### src/rtl/program_sequencer_if.sv
// program_sequencer_if: decoder, program-memory and debug signals of the program sequencer.
interface program_sequencer_if #(parameter int PC_W = 8, parameter int CNT_W = 16);
    logic             jmp;
    logic             jmp_nz;
    logic [3:0]       ir_nibble;
    logic             dont_jmp;
    logic             halt_req;
    logic             step_req;
    logic             resume_req;
    logic             bp_en;
    logic [PC_W-1:0]  bp_addr;
    logic [PC_W-1:0]  pm_addr;
    logic [PC_W-1:0]  pc;
    logic             hold;
    logic             halted;
    logic [CNT_W-1:0] instr_count;
    modport master (
        output jmp, jmp_nz, ir_nibble, dont_jmp, halt_req, step_req, resume_req, bp_en, bp_addr,
        input  pm_addr, pc, hold, halted, instr_count
    );
    modport slave (
        input  jmp, jmp_nz, ir_nibble, dont_jmp, halt_req, step_req, resume_req, bp_en, bp_addr,
        output pm_addr, pc, hold, halted, instr_count
    );
endinterface

### src/rtl/program_sequencer.sv
// program_sequencer: program counter, fetch address and debug run control (halt, step, resume, breakpoint).
module program_sequencer #(
    parameter int PC_W  = 8,
    parameter int CNT_W = 16
) (
    input logic clk,
    input logic sync_reset,
    program_sequencer_if.slave bus
);
    typedef enum logic [1:0] {BOOT, RUN, HALT, STEP} state_t;
    state_t           state_q, state_d;
    logic [PC_W-1:0]  pc_q, pm_addr;
    logic [CNT_W-1:0] cnt_q;
    logic             bp_skip_q, bp_skip_d, take, bp_hit, hold;
    always_comb begin
        take      = bus.jmp | (bus.jmp_nz & ~bus.dont_jmp);
        bp_hit    = state_q == RUN && bus.bp_en && pc_q == bus.bp_addr && !bp_skip_q;
        hold      = state_q == BOOT || state_q == HALT || bp_hit;
        pm_addr   = hold ? pc_q : take ? {pc_q[PC_W-1:4], bus.ir_nibble} : pc_q + 1'b1;
        state_d   = state_q == BOOT ? RUN :
                    state_q == RUN  ? ((bus.halt_req || bp_hit) ? HALT : RUN) :
                    state_q == HALT ? (bus.resume_req ? RUN : bus.step_req ? STEP : HALT) : HALT;
        // leaving HALT arms the skip so the resumed pc is not re-trapped by its own breakpoint
        bp_skip_d = (state_q == HALT && (bus.resume_req || bus.step_req)) ? 1'b1 :
                    ((state_q == RUN || state_q == STEP) && !hold) ? 1'b0 : bp_skip_q;
    end
    always_ff @(posedge clk or posedge sync_reset) begin
        if (sync_reset) begin
            state_q   <= BOOT;
            pc_q      <= '0;
            cnt_q     <= '0;
            bp_skip_q <= 1'b0;
        end else begin
            state_q   <= state_d;
            pc_q      <= pm_addr;
            bp_skip_q <= bp_skip_d;
            if (!hold) cnt_q <= cnt_q + 1'b1;
        end
    end
    assign bus.pm_addr     = pm_addr;
    assign bus.pc          = pc_q;
    assign bus.hold        = hold;
    assign bus.halted      = state_q == HALT;
    assign bus.instr_count = cnt_q;
endmodule

### src/flat_wrapper.sv
// flat-port wrapper written by rule: the top's interface ports become plain ports
module program_sequencer_flat 
#(
    parameter int PC_W  = 8,
    parameter int CNT_W = 16
)
  (clk, sync_reset, bus_jmp, bus_jmp_nz, bus_ir_nibble, bus_dont_jmp, bus_halt_req, bus_step_req, bus_resume_req, bus_bp_en, bus_bp_addr, bus_pm_addr, bus_pc, bus_hold, bus_halted, bus_instr_count);
  program_sequencer_if #(.PC_W(PC_W), .CNT_W(CNT_W)) bus_i ();
  input logic clk;
  input logic sync_reset;
  input wire logic [$bits(bus_i.jmp)-1:0] bus_jmp;
  input wire logic [$bits(bus_i.jmp_nz)-1:0] bus_jmp_nz;
  input wire logic [$bits(bus_i.ir_nibble)-1:0] bus_ir_nibble;
  input wire logic [$bits(bus_i.dont_jmp)-1:0] bus_dont_jmp;
  input wire logic [$bits(bus_i.halt_req)-1:0] bus_halt_req;
  input wire logic [$bits(bus_i.step_req)-1:0] bus_step_req;
  input wire logic [$bits(bus_i.resume_req)-1:0] bus_resume_req;
  input wire logic [$bits(bus_i.bp_en)-1:0] bus_bp_en;
  input wire logic [$bits(bus_i.bp_addr)-1:0] bus_bp_addr;
  output wire logic [$bits(bus_i.pm_addr)-1:0] bus_pm_addr;
  output wire logic [$bits(bus_i.pc)-1:0] bus_pc;
  output wire logic [$bits(bus_i.hold)-1:0] bus_hold;
  output wire logic [$bits(bus_i.halted)-1:0] bus_halted;
  output wire logic [$bits(bus_i.instr_count)-1:0] bus_instr_count;
  assign bus_i.jmp = bus_jmp;
  assign bus_i.jmp_nz = bus_jmp_nz;
  assign bus_i.ir_nibble = bus_ir_nibble;
  assign bus_i.dont_jmp = bus_dont_jmp;
  assign bus_i.halt_req = bus_halt_req;
  assign bus_i.step_req = bus_step_req;
  assign bus_i.resume_req = bus_resume_req;
  assign bus_i.bp_en = bus_bp_en;
  assign bus_i.bp_addr = bus_bp_addr;
  assign bus_pm_addr = bus_i.pm_addr;
  assign bus_pc = bus_i.pc;
  assign bus_hold = bus_i.hold;
  assign bus_halted = bus_i.halted;
  assign bus_instr_count = bus_i.instr_count;
  program_sequencer #(.PC_W(PC_W), .CNT_W(CNT_W)) u_core (.clk(clk), .sync_reset(sync_reset), .bus(bus_i));
endmodule
### config.mk
export PLATFORM = sky130hd
export DESIGN_NAME = program_sequencer_flat
export DESIGN_NICKNAME = d
export VERILOG_FILES = /design/src/rtl/program_sequencer_if.sv /design/src/rtl/program_sequencer.sv /design/src/flat_wrapper.sv
export SDC_FILE = /design/constraint.sdc
export NUM_CORES = 1
export LEC_CHECK = 0
export CAP_MARGIN = 20
export CORE_MARGIN = 2
export CORE_UTILIZATION = 39
export CTS_BUF_LIST = sky130_fd_sc_hd__clkbuf_16
export DETAILED_ROUTE_END_ITERATION = 7
export GPL_TIMING_DRIVEN = 1
export PLACE_DENSITY = 0.87
export SETUP_SLACK_MARGIN = 0.02
export SYNTH_ARGS = -nofsm -noshare
export SYNTH_HDL_FRONTEND = slang
export SYNTH_SLANG_ARGS = --single-unit
### constraint.sdc
create_clock -name clk -period 1.6 [get_ports clk]
set_input_delay 0.16 -clock clk [delete_from_list [all_inputs] [get_ports clk]]
set_output_delay 0.16 -clock clk [all_outputs]
set_load 0.01 [all_outputs]
==> flow_summary.json, run 1 <==
{
  "crit_top_cell": "buf_12",
  "seq_area_um2": 679,
  "combPwrFrac": 0.591,
  "crit_start": "u_core.bus.pc[3]",
  "core-area_um2": 3390,
  "seq_area_frac_synth": 0.481,
  "fin_nets": 246,
  "postRouteAntennaNets": 0,
  "htreeDepth": 1,
  "n_antenna_cell": 0,
  "cts.sinks": 27,
  "critPathLaunchType": "flip-flop",
  "synth_edf_count": 0,
  "syn_area_per_cell_um2": 10.5,
  "grt_pass1_wl_um": 6600,
  "slew_headroom": 0.744,
  "setup-violations-final": 32,
  "placedCellCount": 258,
  "power.density_nw_per_um2": 1660,
  "endpoint_kind": "output pin",
  "ff2ff_setup_slack_ps": -310,
  "rsz0062_at_grt": "true",
  "overflow": 0,
  "multi_input_area_um2": 863,
  "p_seq_frac": 0.270,
  "start_util": 0.415,
  "worstSkewPairLatency_ps": 260,
  "portBuffers": 54,
  "cp_max_fo": 5,
  "switching_power_uw": 1610,
  "timing.setup.tns_ps": -8120,
  "crit_type": "reg2out",
  "violations": "setup timing",
  "dieHeight_um": 64.0,
  "netlist_area_um2": 1410,
  "areaGrowthSynthToFinish_pct": 78.5,
  "post_drt_via_cell_ratio": 4.94,
  "fmax_mhz": 468,
  "dp_hpwl_um": 2810,
  "nFillCells": 215,
  "worst-path-buf-inv": 3,
  "r2r_start": "u_core.bus.pc[3]",
  "antenna_found_initial": 0,
  "p_int_uw": 2550,
  "swShare": 0.387,
  "routabilityCongestion": 0.862,
  "peakVddDrop_mv": 1.04,
  "fin_cells": 268,
  "period_share": 1.34,
  "worstMarginPinSlew_ps": 382,
  "num_rows": 21,
  "r2r-end": "u_core.bus.instr_count[11]",
  "fin_ws_ps": -538,
  "path_cells": "xnor2_2 > nand4_4 > o31ai_4 > buf_12 > buf_12 > nor4_4 > xor2_1 > buf_2",
  "ys_ff_latch": 27,
  "yosys_warnings": 0,
  "synth_cells": 134,
  "die_w_um": 64.0,
  "ys_types": 26,
  "io_pins": 55,
  "grt_max_degree": 28,
  "min_period_ps": 2140,
  "drive_above_1_share": 0.369,
  "total_power_uw": 4150,
  "drc": 0,
  "cp_top_family": "buffers and inverters",
  "cpPeakStageDelay_ps": 430,
  "cts_root_buf": "clkbuf_16",
  "hold_violations": 0,
  "clock_tree.buffer_depth": 2,
  "max-cap-violations": 0,
  "drtPass1Iterations": 4,
  "outcome": "finished, violations left",
  "cts_hold_buf": 0,
  "cts_tree": "done",
  "fin_skew_ps": 3.40,
  "async_flop_share": 1.00,
  "num_vias": 1324,
  "maxSlewViolCount": 0,
  "crit_arrival_ps": 1980,
  "grt_pass1_vias": 1404,
  "critPathSlowestCell": "dfrtp_2",
  "ff2ff_path_depth": 8,
  "syn_nets": 157,
  "wl_per_cell_um": 15.2,
  "p_leak_uw": 0.00112,
  "grtUsageTotal": 0.210,
  "drt-total-wl_um": 4070,
  "min_path_type": "in2async",
  "synth_flop_cell": "dfrtp_1",
  "clk_pin_slew_worst_paths_ps": 70,
  "first_iter_violations": 84,
  "clkPwrFrac": 0.139,
  "utilization": 0.740,
  "die_area_um2": 4100,
  "cts-buffers-inserted": 3,
  "critical_path_required_ps": 1440
}
==> synth_stat cells, types with 3 or more instances <==
cell type	n	area [µm²]
dfrtp_1	27	676
inv_1	11	41.3
nand2_1	6	22.5
nand3_1	9	45.0
nand4_1	5	31.3
nor2_1	11	41.3
nor3_1	8	40.0
nor4_1	4	25.0
o21ai_0	4	20.0
o22a_1	3	26.3
xnor2_1	13	114
xor2_1	14	123
==> through the flow <==
step | setup slack [ps] | hold WS (ps) | area, µm²
4_1_cts | -598 | 276 | 2410
3_3_place_gp | -814 | 456 | 2230
6_report | -538 | 266 | 2510
3_5_place_dp | -916 | 464 | 2230
2_1_floorplan | -175 | 213 | 1460
5_1_grt | -612 | 303 | 2510
==> final cells by class <==
cell class / instances / share of cell area
tap: 46 / 0.0230
timing repair buffer: 86 / 0.312
clock buffer: 3 / 0.0299
sequential: 27 / 0.271
inverter: 11 / 0.0165
multi-input combinational: 94 / 0.344
clock inverter: 1 / 0.00299
==> flip-flops by register name, indices dropped and copies added (netlist names) <==
signal and count:
u_core.bus.instr_count 16, u_core.bus.pc 8, u_core.bp_skip_q 1, u_core.state_q 2
==> layer usage <==
layer	routed length [µm]	track usage	vias to the layer above
met3	104	0.0194	4
li1	-	-	637
met1	1720	0.266	658
met5	0	0	-
met4	56	0.0870	0
met2	2190	0.365	25
==> power by group through the flow <==
| stage | Sequential, µW | Clock (µW) | Combinational (µW) |
|---|---|---|---|
| after floorplan | 1250 | 0 | 900 |
| after global placement | 1110 | 0 | 2150 |
| after detailed placement | 1110 | 0 | 2210 |
| after CTS | 1110 | 586 | 2350 |
| after global routing | 1150 | 620 | 2630 |
| final | 1120 | 579 | 2450 |
==> worst max-delay path by stage <==
stage               slack, ps              to  cells past startpoint
floorplan                -180  bus_pm_addr[6]                      6
global placement         -810  bus_pm_addr[2]                      7
detailed placement       -920  bus_pm_addr[2]                      8
CTS                      -600  bus_pm_addr[7]                      8
global route             -610  bus_pm_addr[7]                      8
finish                   -540  bus_pm_addr[7]                      8
==> worst reg2reg max path, stage by stage (launching register included) <==
cell and delay, ps:
dfrtp_2 430, xnor2_2 180, nand4_4 130, o31ai_4 310, buf_12 150, buf_12 120
buf_4 200, nor4_1 90, xor2_1 160
==> cell families after synthesis <==
kind of cell | after synthesis | share of synthesized area
simple gates | 46 | 0.173
xor+xnor | 27 | 0.168
flops | 27 | 0.481
compound gates | 16 | 0.0926
buf+inv | 13 | 0.0454
mux | 3 | 0.0223
fa+ha+maj | 2 | 0.0178
==> cells in the final DEF (no fill, tap or decap), types with 5 or more instances in the layout <==
cell type and instances:
buf_2 8, xnor2_2 7, clkdlybuf4s50_1 43, xor2_1 14, dfrtp_1 24, nor2_4 6, xnor2_1 6, inv_1 11
buf_6 5, buf_4 26, nand4_1 5, nand3_1 8, nor2_1 5
==> repair_timing <==
action	CTS	global route
buffers inserted	4	2
gates resized for setup	54	15
hold endpoints to repair	0	0
endpoints found under the setup margin	35	36
pin swaps	12	11
cloned	0	0
Note: power is estimated with default switching activity, not from simulation.
==> run 2: changes to the inputs <==
- CAP_MARGIN: 20 -> default
- clock period: 1.6 -> 1.82 ns (I/O delays scaled with it)
==> run 2 against run 1 <==
The run still ends with setup timing left. Largest cell class is now non-clock buffers. Non-clock buffer count grew 3. Register-to-register slack improved by 190 ps. Count of clock-buffer cells in the layout stayed put. Clock skew fell by 1.3 ps. Global-route usage increased by 0.37 points. Power is 8.3% lower. Clock power shrank 11%. Cell count grew 1.1%. Sequential cell count unchanged. First-iteration DRC count down 1.2%. Combinational power fell by 7%. Sequential power decreased by 11%.
==> flow_summary.json, run 2 (synthesis gave the netlist of run 1 again) <==
{
  "outcome": "finished, violations left",
  "violations": "setup timing",
  "cts-buffers-inserted": 3,
  "period_share": 1.21,
  "nFillCells": 225,
  "areaGrowthSynthToFinish_pct": 75.5,
  "largest_reg_flops": 16,
  "multi_input_area_um2": 773,
  "endpoint_kind": "output pin",
  "drtPass1Iterations": 4,
  "p_leak_uw": 0.00112,
  "io_pins": 55,
  "min_path_type": "in2async",
  "cpPeakStageDelay_ps": 440,
  "min_period_ps": 2200,
  "fin_nets": 249,
  "crit_type": "reg2out",
  "grt_pass1_wl_um": 6670,
  "combPwrFrac": 0.602,
  "clk_pin_slew_worst_paths_ps": 70,
  "n_antenna_cell": 0,
  "drive_above_1_share": 0.324,
  "first_iter_violations": 83,
  "worstSkewPairLatency_ps": 260,
  "peakVddDrop_mv": 1.06,
  "die_area_um2": 4100,
  "setup-violations-final": 12,
  "grt_pass1_vias": 1377,
  "worstMarginPinSlew_ps": 370,
  "antenna_found_initial": 0,
  "num_rows": 21,
  "crit_arrival_ps": 2020,
  "clkPwrFrac": 0.135,
  "pre_cts_slack_ps": -734,
  "fmax_mhz": 454,
  "postRouteAntennaNets": 0,
  "grtUsageTotal": 0.213,
  "rsz0062_at_grt": "true",
  "r2r_start": "u_core.bus.pc[3]",
  "dp_hpwl_um": 2670,
  "placedCellCount": 254,
  "mostFrequentLayoutCells": "clkdlybuf4s50_1, dfrtp_1, buf_4",
  "clock_tree.buffer_depth": 2,
  "max-cap-violations": 0,
  "slew_headroom": 0.753,
  "cts_root_buf": "clkbuf_16",
  "crit_start": "u_core.bus.pc[3]",
  "drc": 0,
  "core-area_um2": 3390,
  "fin_cells": 271,
  "fin_ws_ps": -381,
  "cts.sinks": 27,
  "seq_area_um2": 678,
  "layout_commonest_cell": "clkdlybuf4s50_1",
  "start_util": 0.415,
  "p_int_uw": 2370,
  "die_w_um": 64.0,
  "maxSlewViolCount": 0,
  "worst-path-buf-inv": 3,
  "cp_max_fo": 4,
  "post_drt_via_cell_ratio": 4.95,
  "cts_tree": "done",
  "cts_hold_buf": 0,
  "wl_per_cell_um": 14.7,
  "holdWs_ps": 288,
  "num_vias": 1342,
  "switching_power_uw": 1440,
  "routabilityCongestion": 0.888,
  "utilization": 0.728,
  "grt_max_degree": 28,
  "power.density_nw_per_um2": 1540,
  "dieHeight_um": 64.0,
  "drt-total-wl_um": 4000,
  "path_cells": "xnor2_4 > nand4_4 > o31ai_4 > buf_6 > buf_16 > nor4_4 > xor2_1 > buf_2",
  "p_seq_frac": 0.263,
  "critPathLaunchType": "flip-flop",
  "fin_skew_ps": 2.13,
  "portBuffers": 54,
  "critPathSlowestCell": "dfrtp_2",
  "htreeDepth": 1,
  "critical_path_required_ps": 1640,
  "swShare": 0.377,
  "cp_top_family": "buffers and inverters",
  "hold_violations": 0,
  "overflow": 0
}
## run 2: changes by cell type in the layout (fill, tap and decap cells not counted), moves of 2 or more
cell     delta
buf_6       +5
nor2_1      +6
nor2_4      -6
buf_4       -2
xnor2_2     -5
xnor2_1     +4
## run 2: worst min-delay path: cells and delay by family
kind	cells	cell delay (ps)
buf+inv	3	780
## run 2: path summary, 6_finish.rpt
check	depth (start not counted)	endpoint	slack, ps
min reg2reg	1	u_core.bus.instr_count[15]	470
max	8	bus_pm_addr[5]	-380
min	3	u_core.bp_skip_q	290
max reg2reg	8	u_core.bus.instr_count[1]	-120
max in group asynchronous	3	u_core.bus.pc[0]	1250
min in group clk	1	u_core.bus.instr_count[15]	470
## run 2: final cells by class
cell class | instances | area share
clock buffers | 3 | 0.0304
clock inverters | 1 | 0.00304
inverters | 11 | 0.0167
multi-input cells | 94 | 0.314
flip-flops and latches | 27 | 0.275
well taps | 46 | 0.0233
repair buffers | 89 | 0.338
## run 2: through the flow
step                      cell area (µm²)  TNS, ps  total power [µW]
after global routing                 2470    -4270              4040
after global placement               2180    -5200              2770
after detailed placement             2180    -6970              2820
final                                2470    -2890              3810
after floorplan                      1430        0              1820
after CTS                            2410    -3960              3710
## run 2: metal layers
layer,GRT usage,part of all wire,vias to the layer above
li1,-,-,644
met1,0.276,0.43,645
met2,0.359,0.50,46
met3,0.0370,0.048,7
met4,0.0734,0.015,0
met5,0,0,-
## run 2: power groups by stage
stage	sequential [µW]	clock (µW)	combinational (µW)
final	1000	514	2290
after global routing	1030	566	2440
after CTS	995	523	2200
after detailed placement	999	0	1820
after global placement	984	0	1790
after floorplan	1090	0	723
## run 2: what timing repair did
action,in CTS,in global routing
setup endpoints to repair,10,25
cloned,1,1
setup buffers,11,6
endpoints found under the hold margin,0,0
pin swaps,12,12
resized for setup,58,14
